### config.mk
export PLATFORM = sky130hd
export DESIGN_NAME = fetch_stage
export DESIGN_NICKNAME = d
export VERILOG_FILES = /design/src/rtl/fetch_pkg.sv /design/src/rtl/fetch_buffer.sv /design/src/rtl/fetch_stage.sv
export SDC_FILE = /design/constraint.sdc
export NUM_CORES = 1
export LEC_CHECK = 0
export ABC_AREA = 1
export CORE_ASPECT_RATIO = 1.4
export CORE_MARGIN = 5
export CORE_UTILIZATION = 46
export CTS_CLUSTER_SIZE = 28
export DETAILED_ROUTE_END_ITERATION = 16
export PLACE_DENSITY = 0.76
export SLEW_MARGIN = 20
export SYNTH_ARGS = -nofsm -noshare
export SYNTH_HDL_FRONTEND = slang
export SYNTH_SLANG_ARGS = --single-unit
export TNS_END_PERCENT = 5
### constraint.sdc
create_clock -name clk -period 5 [get_ports clk]
set_input_delay 1.25 -clock clk [delete_from_list [all_inputs] [get_ports clk]]
set_output_delay 1.25 -clock clk [all_outputs]
set_load 0.01 [all_outputs]
### src/rtl/fetch_pkg.sv
// Shared types for the fetch stage: FSM state codes, default NOP and the buffer entry record.
// No logic; imported by fetch_buffer and fetch_stage.
// Backpressure: n/a.
package fetch_pkg;

    typedef logic [1:0] state_t;

    localparam state_t ST_IDLE = 2'd0;
    localparam state_t ST_REQ  = 2'd1;
    localparam state_t ST_WAIT = 2'd2;
    localparam state_t ST_DROP = 2'd3;

    localparam logic [31:0] NOP_INSTR_DEF = 32'h0000_0013;

    typedef struct packed {
        logic [31:0] pc;
        logic [31:0] instr;
        logic        fault;
    } fetch_entry_t;

    function automatic logic [31:0] align_word(input logic [31:0] addr);
        return {addr[31:2], 2'b00};
    endfunction

endpackage

### src/rtl/fetch_buffer.sv
// Synchronous FIFO holding fetched entries for decode, with clear and occupancy count.
// Latency: push in cycle N is visible at the head in cycle N+1.
// Backpressure: push is accepted when not full or when a pop happens in the same cycle.
module fetch_buffer
    import fetch_pkg::*;
#(
    parameter int DEPTH = 2,
    parameter int CNT_W = $clog2(DEPTH + 1)
) (
    input  logic               clk,
    input  logic               reset,
    input  logic               clear,
    input  logic               push,
    input  fetch_entry_t       push_entry,
    input  logic               pop,
    output fetch_entry_t       head,
    output logic [CNT_W-1:0]   count
);

    localparam int PTR_W = (DEPTH > 1) ? $clog2(DEPTH) : 1;
    localparam logic [PTR_W-1:0] LAST_PTR = PTR_W'(DEPTH - 1);
    localparam logic [CNT_W-1:0] FULL_CNT = CNT_W'(DEPTH);

    fetch_entry_t     mem [DEPTH];
    logic [PTR_W-1:0] wr_ptr;
    logic [PTR_W-1:0] rd_ptr;
    logic             do_push;
    logic             do_pop;

    assign do_pop  = pop && (count != '0);
    assign do_push = push && ((count != FULL_CNT) || do_pop);
    assign head    = mem[rd_ptr];

    always_ff @(posedge clk) begin
        if (do_push) begin
            mem[wr_ptr] <= push_entry;
        end
    end

    // Clear shares the reset path so a flush wins over any push/pop in the same cycle.
    always_ff @(posedge clk) begin
        if (reset || clear) begin
            wr_ptr <= '0;
            rd_ptr <= '0;
            count  <= '0;
        end else begin
            if (do_push) begin
                wr_ptr <= (wr_ptr == LAST_PTR) ? '0 : wr_ptr + PTR_W'(1);
            end
            if (do_pop) begin
                rd_ptr <= (rd_ptr == LAST_PTR) ? '0 : rd_ptr + PTR_W'(1);
            end
            count <= count + CNT_W'(do_push) - CNT_W'(do_pop);
        end
    end

endmodule

### src/rtl/fetch_stage.sv
// Instruction fetch: one outstanding imem request, responses buffered for decode; misaligned PCs yield a faulting NOP.
// Latency: rvalid in cycle N gives if_valid in N+1; pc_ready is combinational with imem_gnt.
// Backpressure: a request is only issued when a buffer slot is reserved for its response.
module fetch_stage
    import fetch_pkg::*;
#(
    parameter logic [31:0] NOP_INSTR = NOP_INSTR_DEF,
    parameter int          BUF_DEPTH = 2
) (
    input  logic        clk,
    input  logic        reset,
    input  logic [31:0] pc,
    output logic        pc_ready,
    input  logic        flush,
    output logic        imem_req,
    output logic [31:0] imem_addr,
    input  logic        imem_gnt,
    input  logic        imem_rvalid,
    input  logic [31:0] imem_rdata,
    output logic        if_valid,
    output logic [31:0] if_instr,
    output logic [31:0] if_pc,
    output logic        if_fault,
    input  logic        if_ready
);

    localparam int CNT_W = $clog2(BUF_DEPTH + 1);
    localparam logic [CNT_W-1:0] FULL_CNT = CNT_W'(BUF_DEPTH);
    localparam logic [CNT_W-1:0] LAST_CNT = CNT_W'(BUF_DEPTH - 1);

    state_t           state;
    state_t           state_nxt;
    logic             flushed;
    logic [31:0]      req_addr;
    logic [31:0]      req_pc;

    logic [CNT_W-1:0] buf_count;
    fetch_entry_t     buf_head;
    fetch_entry_t     push_entry;
    logic             push;
    logic             pop;
    logic             buf_valid;
    logic             has_room;
    logic             room_after;
    logic             misaligned;
    logic             latch_pc;
    logic             pc_ready_int;

    assign buf_valid  = (buf_count != '0);
    assign pop        = buf_valid && if_ready;
    // Outside IDLE a slot is already reserved, so only the buffer count gates a new fetch here.
    assign has_room   = (buf_count < FULL_CNT);
    assign room_after = pop || (buf_count < LAST_CNT);
    assign misaligned = (pc[1:0] != 2'b00);

    always_comb begin
        state_nxt        = state;
        push             = 1'b0;
        push_entry.pc    = req_pc;
        push_entry.instr = imem_rdata;
        push_entry.fault = 1'b0;
        latch_pc         = 1'b0;
        pc_ready_int     = 1'b0;
        case (state)
            ST_IDLE: begin
                if (!flush && has_room) begin
                    if (misaligned) begin
                        push             = 1'b1;
                        push_entry.pc    = pc;
                        push_entry.instr = NOP_INSTR;
                        push_entry.fault = 1'b1;
                        pc_ready_int     = 1'b1;
                    end else begin
                        state_nxt = ST_REQ;
                        latch_pc  = 1'b1;
                    end
                end
            end
            ST_REQ: begin
                if (imem_gnt) begin
                    if (flushed || flush) begin
                        state_nxt = ST_DROP;
                    end else begin
                        state_nxt    = ST_WAIT;
                        pc_ready_int = 1'b1;
                    end
                end
            end
            ST_WAIT: begin
                if (flush) begin
                    state_nxt = imem_rvalid ? ST_IDLE : ST_DROP;
                end else if (imem_rvalid) begin
                    push = 1'b1;
                    // A misaligned next PC goes back through IDLE to produce its fault entry.
                    if (room_after && !misaligned) begin
                        state_nxt = ST_REQ;
                        latch_pc  = 1'b1;
                    end else begin
                        state_nxt = ST_IDLE;
                    end
                end
            end
            ST_DROP: begin
                if (imem_rvalid) begin
                    state_nxt = ST_IDLE;
                end
            end
            default: state_nxt = ST_IDLE;
        endcase
    end

    always_ff @(posedge clk) begin
        if (reset) begin
            state    <= ST_IDLE;
            flushed  <= 1'b0;
            req_addr <= '0;
            req_pc   <= '0;
        end else begin
            state   <= state_nxt;
            flushed <= (state == ST_REQ) && !imem_gnt && (flushed || flush);
            if (latch_pc) begin
                req_addr <= align_word(pc);
                req_pc   <= pc;
            end
        end
    end

    fetch_buffer #(
        .DEPTH (BUF_DEPTH),
        .CNT_W (CNT_W)
    ) u_buffer (
        .clk        (clk),
        .reset      (reset),
        .clear      (flush),
        .push       (push),
        .push_entry (push_entry),
        .pop        (pop),
        .head       (buf_head),
        .count      (buf_count)
    );

    assign imem_req  = !reset && (state == ST_REQ);
    assign imem_addr = imem_req ? req_addr : '0;
    assign pc_ready  = !reset && pc_ready_int;
    assign if_valid  = !reset && buf_valid;
    assign if_instr  = if_valid ? buf_head.instr : '0;
    assign if_pc     = if_valid ? buf_head.pc    : '0;
    assign if_fault  = if_valid && buf_head.fault;

endmodule

; ---- Word level (Yosys, flattened, before mapping)
; Memory sizes are Yosys's and may differ from the RTL's. A register that Yosys moved wholly into a read port is not among the register bits.
; Index checks and enable logic that the tools add are counted.
[word_totals]
regBits = 69
ramBits = 130
in_bits = 70
out_inout_bits = 100
elab_cells = 82
memories = 1
[memory_table]
columns = memory, depth, width, rd, rd_ports_with_merged_regs, wr, line
row1 = u_buffer.mem, 2, 65, 1, 1, 1, fetch_buffer.sv:24  ; fetch_entry_t mem [DEPTH];
[op_classes]
addsub = 4
magnitude_cmp = 2
n_eq_ne = 9
muxes = 36
n_reduce_logical = 23
[op_table]
columns = cell, count
row1 = 2-to-1 mux 65 bit, 3
row2 = 2-to-1 mux 32 bit, 3
row3 = 2-to-1 mux 1 bit, 19
row4 = 2-to-1 mux 2 bit, 7
row5 = logical AND 1 bit, 11
row6 = inequality test 2 bit (second input constant), 5
row7 = one-hot mux 2 bit (4 select lines), 1
row8 = one-hot mux 1 bit (2 select lines), 3
row9 = AND reduction 5 bit, 1
row10 = == test 2 bit (second input constant), 2
row11 = logical NOT 1 bit, 4
row12 = logical OR 1 bit, 4
row13 = nonzero test 2 bit, 2
row14 = inequality test 3 bit (second input constant), 1
row15 = adder 1 bit (second input constant), 2
row16 = adder 2 x 1 -> 2 bit, 1
row17 = == test 2 x 1 -> 1 bit (second input constant), 1
row18 = logical NOT 2 bit, 1
row19 = < comparator 2 x 1 -> 1 bit (second input constant), 1
row20 = < comparator 2 bit (second input constant), 1
row21 = subtractor 2 x 1 -> 2 bit, 1

; ---- Longest topological paths before layout
; Gate-level depths: netlist (run 1).
[logic_depth]
depth_word = 8
ltp_mapped = 10
depth_no_buf = 10

; ---- Modules after synthesis
; Synthesis (run 1) repeated with hierarchy kept, for this count alone.
[hier_totals]
hier_cells = 832
hier_area_um2 = 8199.1
[by_module_without_submodules]
columns = module, n_inst, cells_per_inst, area_each_um2, seq_area_each_um2
row1 = fetch_buffer, 1, 238, 5142.4, 4003.8
row2 = fetch_stage, 1, 594, 3056.7, 700.7

; ---- Least setup slack after synthesis (run 1)
; Ideal clock, no wire load.
[synth_path]
path_kind = input to register
from = in flush
to = mem u_buffer.mem[1][0] (netlist name), enable pin
setup_time_ns = 0.490
t_arrival_ns = 4.387
t_required_ns = 4.510
slack_ns = 0.123
stages = 7
path_buffers = 0
cell_sequence = inv_1 nand2_1 nor2_4 inv_1 nand2_1 nand2_1 nor2_1
[synth_via]
elab_chain_cells = 7
word_cells_on_any_way = 8
classes_between = 5 x mux / 3 x reduce/logical
[synth_lines]
columns = item, line
row1 = start: declaration, fetch_stage.sv:14  ; input logic flush,
row2 = logical NOT 1 bit, fetch_stage.sv:66  ; if (!flush && has_room) begin
row3 = logical AND 1 bit, fetch_stage.sv:66
row4 = 2-to-1 mux 1 bit, fetch_stage.sv:66
row5 = one-hot mux 1 bit (2 select lines) (*), fetch_stage.sv:64  ; case (state)
row6 = logical AND 1 bit (*), fetch_buffer.sv:31  ; assign do_push = push && ((count != FULL_CNT) || do_pop);
row7 = 2-to-1 mux 1 bit (*), fetch_buffer.sv:35  ; if (do_push) begin
row8 = 2-to-1 mux 1 bit (not written as such) (*), fetch_buffer.sv:36  ; mem[wr_ptr] <= push_entry;
row9 = end: declaration, fetch_buffer.sv:24
; Mark *: on every way between the ends. The rest lies on a longest branch, timed or not.

; ---- Worst setup path after layout (run 1)
[layout_path]
from = in reset
to = out if_fault
[layout_via]
elab_chain_cells = 3
[layout_lines]
columns = item, line
row1 = start: declaration, fetch_stage.sv:11  ; input logic reset,
row2 = logical NOT 1 bit, fetch_stage.sv:145  ; assign if_valid = !reset && buf_valid;
row3 = logical AND 1 bit, fetch_stage.sv:145
row4 = logical AND 1 bit, fetch_stage.sv:148  ; assign if_fault = if_valid && buf_head.fault;
row5 = end: declaration, fetch_stage.sv:23  ; output logic if_fault,
; No other way between the ends.

==> run summary, run 1 <==
DRC viols = 0
Clk pin slew, worst setup/hold paths = 0.06 ns
Final min period = 4.208 ns
CP Launch Point = reset
Hold WC Path Type = flip-flop to flip-flop
Status = finished, final reports clean
Die H = 165.0 um
Global Route met2 Usage = 30.68%
DR pass1 iterations = 5
Via-to-Cell Ratio = 4.672
Global-route wire length before repair = 26,850 um
H-tree levels = 4
Gr ovfl total = 0
Synth warnings = 0
Post-DP HPWL = 11,070 um
Cell accounting for the most synthesized area = edfxtp_1
Final GP Congestion = 0.8136
Crit-path most repeated cell = clkdlybuf4s50_1
Reg-to-reg setup timing slack = 2.53 ns
Unrepaired setup endpoints after global routing = no
Filler cells = 1,433
Global-route usage over all layers = 17.27%
Most crowded layer after global routing = met2
Clock insertion delay at the later pin of the skew report = 0.41 ns
Final Setup Violations = 0
Placement Setup Slack = 0.7756 ns
Final Skew = 0.008588 ns
Pwr/cell area = 352.2 nW/um^2
Cells after DPL = 1,165
Synthesized cell area = 7898 um^2
Total Neg Setup Slack = 0 ns
Distinct cells, synth = 31
Crit-path cells = clkdlybuf4s50_1, a21oi_4, buf_12, nand2_1, inv_1, clkdlybuf4s50_1
Met1 usage = 19.71%
Num CTS Buffers = 17
WP buf/inv = 4
Leak = 4.424 nW
Die width = 120.7 um
Sink Count = 170
Initial antenna violation count = 0
PortBufs = 167
WP data required = 3.75 ns
Sequential-to-total area share from yosys stat = 59.57%
Final non-filler cell total = 1,197
Worst path max stage delay = 0.53 ns
Met3 Usage GRT = 5.413%
Setup bufs post-CTS = 0
Final core utilization = 61.00%
Worst vdd ir = 0.1831 mV
Hold Vio Cnt, Final = 0
Slew at the pin closest to its max-slew limit = 0.9318 ns
Drt wl/cell = 13.87 um
Critical-path maximum fanout = 66
Die area = 19,930 um^2
Most frequent cells in the layout = nand2_1 (205), inv_1 (173), clkdlybuf4s50_1 (167), edfxtp_1 (130), nor2_1 (103)
Via count = 5,592
Clock root buffer = clkbuf_16
Final Routed Wirelength = 16,600 um
Area contributors post-synth = edfxtp_1 (49%), dfxtp_1 (10%), nand2_1 (9.7%)
Crit path to = if_fault
Max_slew headroom = 37.88%
Max Slew Vio Count = 0
Share of cells above drive strength 1 = 12.27%
Cts-stage hold buffer count = 0
Iteration-0 DRC Markers = 265
PnR worst setup slack = 0.7920 ns
Gate Count Post-Synth = 825
CTS tree = done
Critical path capture point type = primary output
Vias in the first global route = 5,598
Ratio of final minimum period to clock period = 84.16%
Largest net degree at the start of global routing = 92
Mapped Avg Cell Area = 9.573 um^2
Setup CP Type = primary input to primary output
Critical-path top delay cell = clkdlybuf4s50_1
Most common cell after layout, fill and taps aside = nand2_1
Critical Path Stages = 6
Synth Register Bits = 170
Core box area = 16,820 um^2
R2r endpoint = u_buffer.count[1]
FP Rows = 56
Worst setup SP type = primary input
Max-cap violations = 0
Reg2Reg Launch Point = state[0]
I/O pin count = 170
Total power = 3.613 mW
Worst r2r path cells = 9
Post-route ant nets = 0
Ant diodes = 0
P&R area growth vs syn = 29.90%
Arrival @ worst endpoint = 2.96 ns
Maximum root-to-sink buffer count = 2
CTS resizes = 0
Starting density of the core = 46.96%
Crit path max-delay family = buffers and inverters
Max Clock Freq = 237.6 MHz
Net count, final = 1,053
Synth top area share = 49.43%
==> worst min path at each step <==
stage / from / end / slack [ns] / depth (start not counted)
floorplan: req_pc[1] / req_pc[1] / 0.42 / 2
global placement: u_buffer.rd_ptr / flip-flop / 0.43 / 1
detailed placement: req_pc[1] / req_pc[1] / 0.44 / 2
CTS: req_pc[1] / req_pc[1] / 0.45 / 2
global route: req_pc[1] / req_pc[1] / 0.47 / 2
finish: req_pc[1] / req_pc[1] / 0.44 / 2
==> layout make-up <==
cell class,count,area (um^2),area share [%]
inverters,176,660.6,6.440
clock inverters,12,115.1,1.122
multi-input cells,441,2318,22.60
flip-flops and latches,170,4708,45.90
well taps,203,254.0,2.476
clock buffers,20,457.9,4.464
repair buffers,175,1744,17.00
==> cells in the mapped netlist (all sizes together) <==
cell / number
nor4: 1
inv: 176
conb: 1
dfxtp: 40
nand4: 1
o22ai: 1
buf: 38
edfxtp: 130
clkbuf: 1
mux2: 65
nor3b: 1
xnor2: 1
ha: 2
a21oi: 7
o21ai: 34
nor2: 108
nand3: 6
or2: 4
nor3: 1
nand2: 207
==> through the flow <==
| step | hold slack, ns | area (um^2) |
|---|---|---|
| after floorplan | 0.4238 | 7901 |
| after global placement | 0.4299 | 9686 |
| after detailed placement | 0.4399 | 9686 |
| after CTS | 0.4482 | 10260 |
| after global routing | 0.4676 | 10260 |
| final | 0.4446 | 10260 |
==> state kept, by name, indices dropped and copies added (netlist names), named ones only <==
name,count
flushed,1
req_pc,32
u_buffer.wr_ptr,1
u_buffer.count,2
u_buffer.mem,130
state,2
u_buffer.rd_ptr,1
==> worst register-to-register path: cells and delay by family (launching register included) <==
family | cells | cell delay, ns
AOI/OAI and AO/OA | 1 | 0.13
buffers and inverters | 2 | 0.78
DFF | 1 | 0.45
adders and majority gates | 1 | 0.21
and+or+nand+nor | 5 | 0.83
==> layer usage <==
metal | share of wire, % | wire length [um] | vias to the layer above
li1 | - | - | 2852
met1 | 41 | 6809 | 2574
met2 | 51 | 8529 | 152
met3 | 6.3 | 1052 | 14
met4 | 1.3 | 212 | 0
met5 | 0 | 0 | -
==> power breakdown <==
group / leakage, nW / total, mW / switching [mW] / internal, mW
sequential: 1.54 / 1.75 / 0.0497 / 1.70
clock: 0.273 / 1.26 / 0.539 / 0.721
combinational: 2.61 / 0.604 / 0.340 / 0.263
total: 4.42 / 3.61 / 0.929 / 2.68
==> kinds of logic after synthesis <==
logic type / after synthesis / share of synthesized area, %
and+or+nand+nor: 329 / 16.46
buffers and inverters: 215 / 11.50
AOI/OAI and AO/OA: 42 / 2.725
other: 1 / 0.04748
DFF: 170 / 59.57
muxes: 65 / 9.268
xor gates and xnor gates: 1 / 0.1109
adders and majority gates: 2 / 0.3168
No activity file was read; power rests on OpenSTA's default activity.
==> run 2, diff against run 1 <==
Clock period 5 ns to 3.5 ns, I/O delays scaled along.
==> run summary, run 2 (synthesis results as in run 1) <==
DR pass1 iterations = 4
Iteration-0 DRC Markers = 287
Critical path capture point type = primary output
Final Routed Wirelength = 17,070 um
Global-route usage over all layers = 17.17%
Initial antenna violation count = 0
Placement Setup Slack = 0.06416 ns
WP data required = 2.62 ns
Hold Vio Cnt, Final = 0
Clock root buffer = clkbuf_16
Max_slew headroom = 37.85%
Most frequent cells in the layout = nand2_1 (205), inv_1 (174), clkdlybuf4s50_1 (165), edfxtp_1 (130), nor2_1 (103)
Slew at the pin closest to its max-slew limit = 0.9322 ns
Worst setup SP type = primary input
Max Clock Freq = 307.7 MHz
Core box area = 16,820 um^2
Vias in the first global route = 5,629
Final Setup Violations = 0
Max-cap violations = 0
Cells after DPL = 1,174
Via-to-Cell Ratio = 4.669
Hold WC Path Type = flip-flop to flip-flop
Worst r2r path cells = 5
Share of cells above drive strength 1 = 13.32%
Post-route ant nets = 0
Ratio of final minimum period to clock period = 92.84%
Maximum root-to-sink buffer count = 2
Final non-filler cell total = 1,209
Area after DPL = 9828 um^2
Die area = 19,930 um^2
Final GP Congestion = 0.8197
PnR worst setup slack = 0.2505 ns
Final hold slack = 0.4266 ns
Crit-path most repeated cell = clkdlybuf4s50_1
Starting density of the core = 46.96%
Worst path max stage delay = 0.56 ns
Largest net degree at the start of global routing = 91
Biggest register = u_buffer.mem
I/O pin count = 170
Largest register FFs = 130
FP Rows = 56
Drt wl/cell = 14.12 um
Post-DP HPWL = 11,460 um
Ant diodes = 0
Filler cells = 1,416
Global-route wire length before repair = 26,590 um
Net count, final = 1,065
Setup CP Type = primary input to primary output
Status = finished, final reports clean
Num CTS Buffers = 17
Final Skew = 0.01502 ns
Critical-path top delay cell = clkdlybuf4s50_1
H-tree levels = 4
Design Area, Final = 10,460 um^2
Critical-path maximum fanout = 3
Die H = 165.0 um
Via count = 5,645
P&R area growth vs syn = 32.41%
Pwr/cell area = 501.6 nW/um^2
Crit-path cells = clkdlybuf4s50_1, inv_1, nand2_1, nand3_4, a21oi_1, clkdlybuf4s50_1
Arrival @ worst endpoint = 2.37 ns
Max Slew Vio Count = 0
DRC viols = 0
Cts-stage hold buffer count = 0
Die width = 120.7 um
Biggest regs = u_buffer.mem: 130 flops, req_pc: 32 flops
Total Neg Setup Slack = 0 ns
Clk pin slew, worst setup/hold paths = 0.07 ns
Final min period = 3.249 ns
CTS tree = done
Most common cell after layout, fill and taps aside = nand2_1
Gr ovfl total = 0
Hold depth = 1
Sink Count = 170
PortBufs = 167
Clock insertion delay at the later pin of the skew report = 0.42 ns
Leak = 4.543 nW
Worst vdd ir = 0.2876 mV
Unrepaired setup endpoints after global routing = no
==> run 2: changes by cell type in the layout (fill, tap and decap cells not counted), sizes merged <==
cell / change
buf: +11
clkdlybuf4s50: -2
clkinv: -4
clkinvlp: +1
dlymetal6s2s: +2
inv: +4
==> run 2: through the flow <==
step	total power, mW	util, %
finish	5.245	62.19
global placement	3.416	58.44
global route	5.500	62.19
floorplan	3.103	-
CTS	5.302	61.92
detailed placement	3.448	58.44
==> run 2: final timing paths <==
path,slack (ns),to,from
setup / recovery,0.25,pc_ready,pc[1]
setup reg to reg,1.22,u_buffer.mem[0][2],state[0]
hold / removal,0.43,flip-flop,u_buffer.rd_ptr
hold reg to reg,0.43,flip-flop,u_buffer.rd_ptr
==> run 2: cell type report <==
class	instances	area, um^2	area share (%)
Timing Repair Buffer	187	1932	18.47
Clock inverter	13	130.1	1.244
Multi-Input combinational cell	441	2318	22.17
Clock buffer	19	454.2	4.343
Inverter	176	660.6	6.317
Tap cell	203	254.0	2.429
Sequential cell	170	4708	45.02
==> run 2: metal layers <==
metal | vias up | track usage [%] | share of wire [%]
met5 | - | 0 | 0
met4 | 0 | 5.722 | 1.1
met3 | 12 | 5.653 | 5.5
met2 | 142 | 30.83 | 53
met1 | 2604 | 19.11 | 41
li1 | 2887 | - | -
==> run 2: power by group <==
part | total [mW] | internal (mW) | leakage [nW] | switching (mW)
Clock | 1.84 | 1.04 | 0.275 | 0.803
Combinational | 0.911 | 0.410 | 2.72 | 0.501
Sequential | 2.49 | 2.43 | 1.54 | 0.0656
Total | 5.25 | 3.88 | 4.54 | 1.37
==> run 2: repair_timing <==
action,4_1_cts,5_1_grt
buffers inserted,0,2
setup endpoints to repair,0,4
resized for setup,0,2
==> run 2: critical path: cells and delay by family <==
family	cells	cell delay, ns
buf+inv	3	1.12
simple gates	2	0.21
compound gates	1	0.17
==> run 3, diff against run 2 <==
Settings changed: CORE_ASPECT_RATIO 1.4 to 1.25, CORE_MARGIN 5 to default, SLEW_MARGIN 20 to default.
==> run summary, run 3 (synthesis results as in run 1) <==
Status = finished, final reports clean
Die area = 17,700 um^2
Final min period = 3.382 ns
Clock insertion delay at the later pin of the skew report = 0.42 ns
Ratio of final minimum period to clock period = 96.64%
Share of cells above drive strength 1 = 12.89%
Sequential Power Share = 47.0%
FP Rows = 53
Final GP Congestion = 0.7501
Setup CP Type = primary input to primary output
Pint = 3.955 mW
Final Setup Violations = 0
Largest register FFs = 130
Net Sw Frac = 25.21%
Crit path to = if_pc[19]
I/O pin count = 170
R2r endpoint = u_buffer.mem[0][46]
Num CTS Buffers = 17
Global-route wire length before repair = 25,590 um
Total Neg Setup Slack = 0 ns
Arrival @ worst endpoint = 2.51 ns
Post-route ant nets = 0
Via count = 5,556
Vias in the first global route = 5,416
Pwr/cell area = 506.2 nW/um^2
Via-to-Cell Ratio = 4.550
Drt wl/cell = 12.89 um
Unrepaired setup endpoints after global routing = no
Slew at the pin closest to its max-slew limit = 0.6365 ns
Final Skew = 0.007903 ns
Total power = 5.288 mW
Global-route usage over all layers = 18.61%
Hold WC Path Type = flip-flop to flip-flop
Max Slew Vio Count = 0
Max Clock Freq = 295.7 MHz
Biggest register = u_buffer.mem
PortBufs = 167
Initial antenna violation count = 0
Most frequent cells in the layout = nand2_1 (205), inv_1 (174), clkdlybuf4s50_1 (167), edfxtp_1 (130), nor2_1 (103)
Cts-stage hold buffer count = 0
DRC viols = 0
Clock power frac = 35.8%
Final hold slack = 0.4524 ns
HP Start = req_pc[1]
Reg2Reg Launch Point = state[0]
Critical path capture point type = primary output
Net count, final = 1,060
Core box area = 16,780 um^2
Post-DP HPWL = 10,370 um
CTS tree = done
Clock root buffer = clkbuf_16
Sink Count = 170
Starting density of the core = 47.07%
Biggest regs = u_buffer.mem: 130 flops, req_pc: 32 flops
Area of the multi-input gates = 2318 um^2
Clk pin slew, worst setup/hold paths = 0.07 ns
Max_slew headroom = 57.56%
Gr ovfl total = 0
Ant diodes = 0
WP data required = 2.62 ns
Filler cells = 1,399
CTS resizes = 0
DR pass1 iterations = 5
Worst vdd ir = 0.2619 mV
Worst r2r path cells = 5
Largest net degree at the start of global routing = 65
FF+latch area = 4708 um^2
Worst setup SP type = primary input
Reg-to-reg setup timing slack = 1.37 ns
Setup bufs post-CTS = 0
Maximum root-to-sink buffer count = 2
Die width = 119.2 um
Max-cap violations = 0
Comb pwr share = 17.1%
H-tree levels = 4
Iteration-0 DRC Markers = 256
Most common cell after layout, fill and taps aside = nand2_1
Hold Vio Cnt, Final = 0
CP Launch Point = reset
P&R area growth vs syn = 32.29%
Final Routed Wirelength = 15,740 um
Die H = 148.5 um
Leak = 4.488 nW
Critical-path maximum fanout = 30
Switching power = 1.333 mW
[run 3: power groups by stage]
stage / Sequential (mW) / Clock (mW) / Combinational, mW
floorplan: 2.53 / 0 / 0.576
global placement: 2.52 / 0 / 0.897
detailed placement: 2.53 / 0 / 0.916
CTS: 2.49 / 1.93 / 0.923
global route: 2.51 / 2.01 / 1.02
finish: 2.49 / 1.89 / 0.907
[run 3: stage by stage]
stage	cells	util [%]	area (um^2)	setup WS (ns)
global route	1221	62.27	10450	0.003256
global placement	1189	58.69	9847	0.1200
finish	1221	62.27	10450	0.1178
detailed placement	1189	58.69	9847	0.1101
floorplan	826	-	7904	-0.9852
CTS	1221	62.27	10450	0.1127
[run 3: layout make-up]
type	instances	share of cell area, %
Sequential cell	170	45.07
Multi-Input combinational cell	441	22.19
Timing Repair Buffer	182	18.04
Inverter	176	6.323
Clock buffer	17	4.072
Tap cell	220	2.635
Clock inverter	15	1.677
[run 3: worst max-delay path: stages]
cell             delay [ns]
clkdlybuf4s50_1        0.48
a21oi_4                0.21
buf_12                 0.21
nand2_1                0.12
inv_1                  0.06
clkdlybuf4s50_1        0.52
[run 3: worst min-delay path by stage]
stage                end  depth (start not counted)
2_1_floorplan  req_pc[1]                          2
3_3_place_gp   flip-flop                          1
3_5_place_dp   flip-flop                          1
4_1_cts        req_pc[1]                          2
5_1_grt        flip-flop                          1
6_report       req_pc[1]                          2
[run 3: metal layers]
metal | GRT usage, % | wire (um) | up-vias
met5 | 0 | 0 | -
met4 | 7.025 | 218 | 0
met3 | 4.103 | 829 | 18
met2 | 33.46 | 8061 | 147
met1 | 21.55 | 6629 | 2522
li1 | - | - | 2869
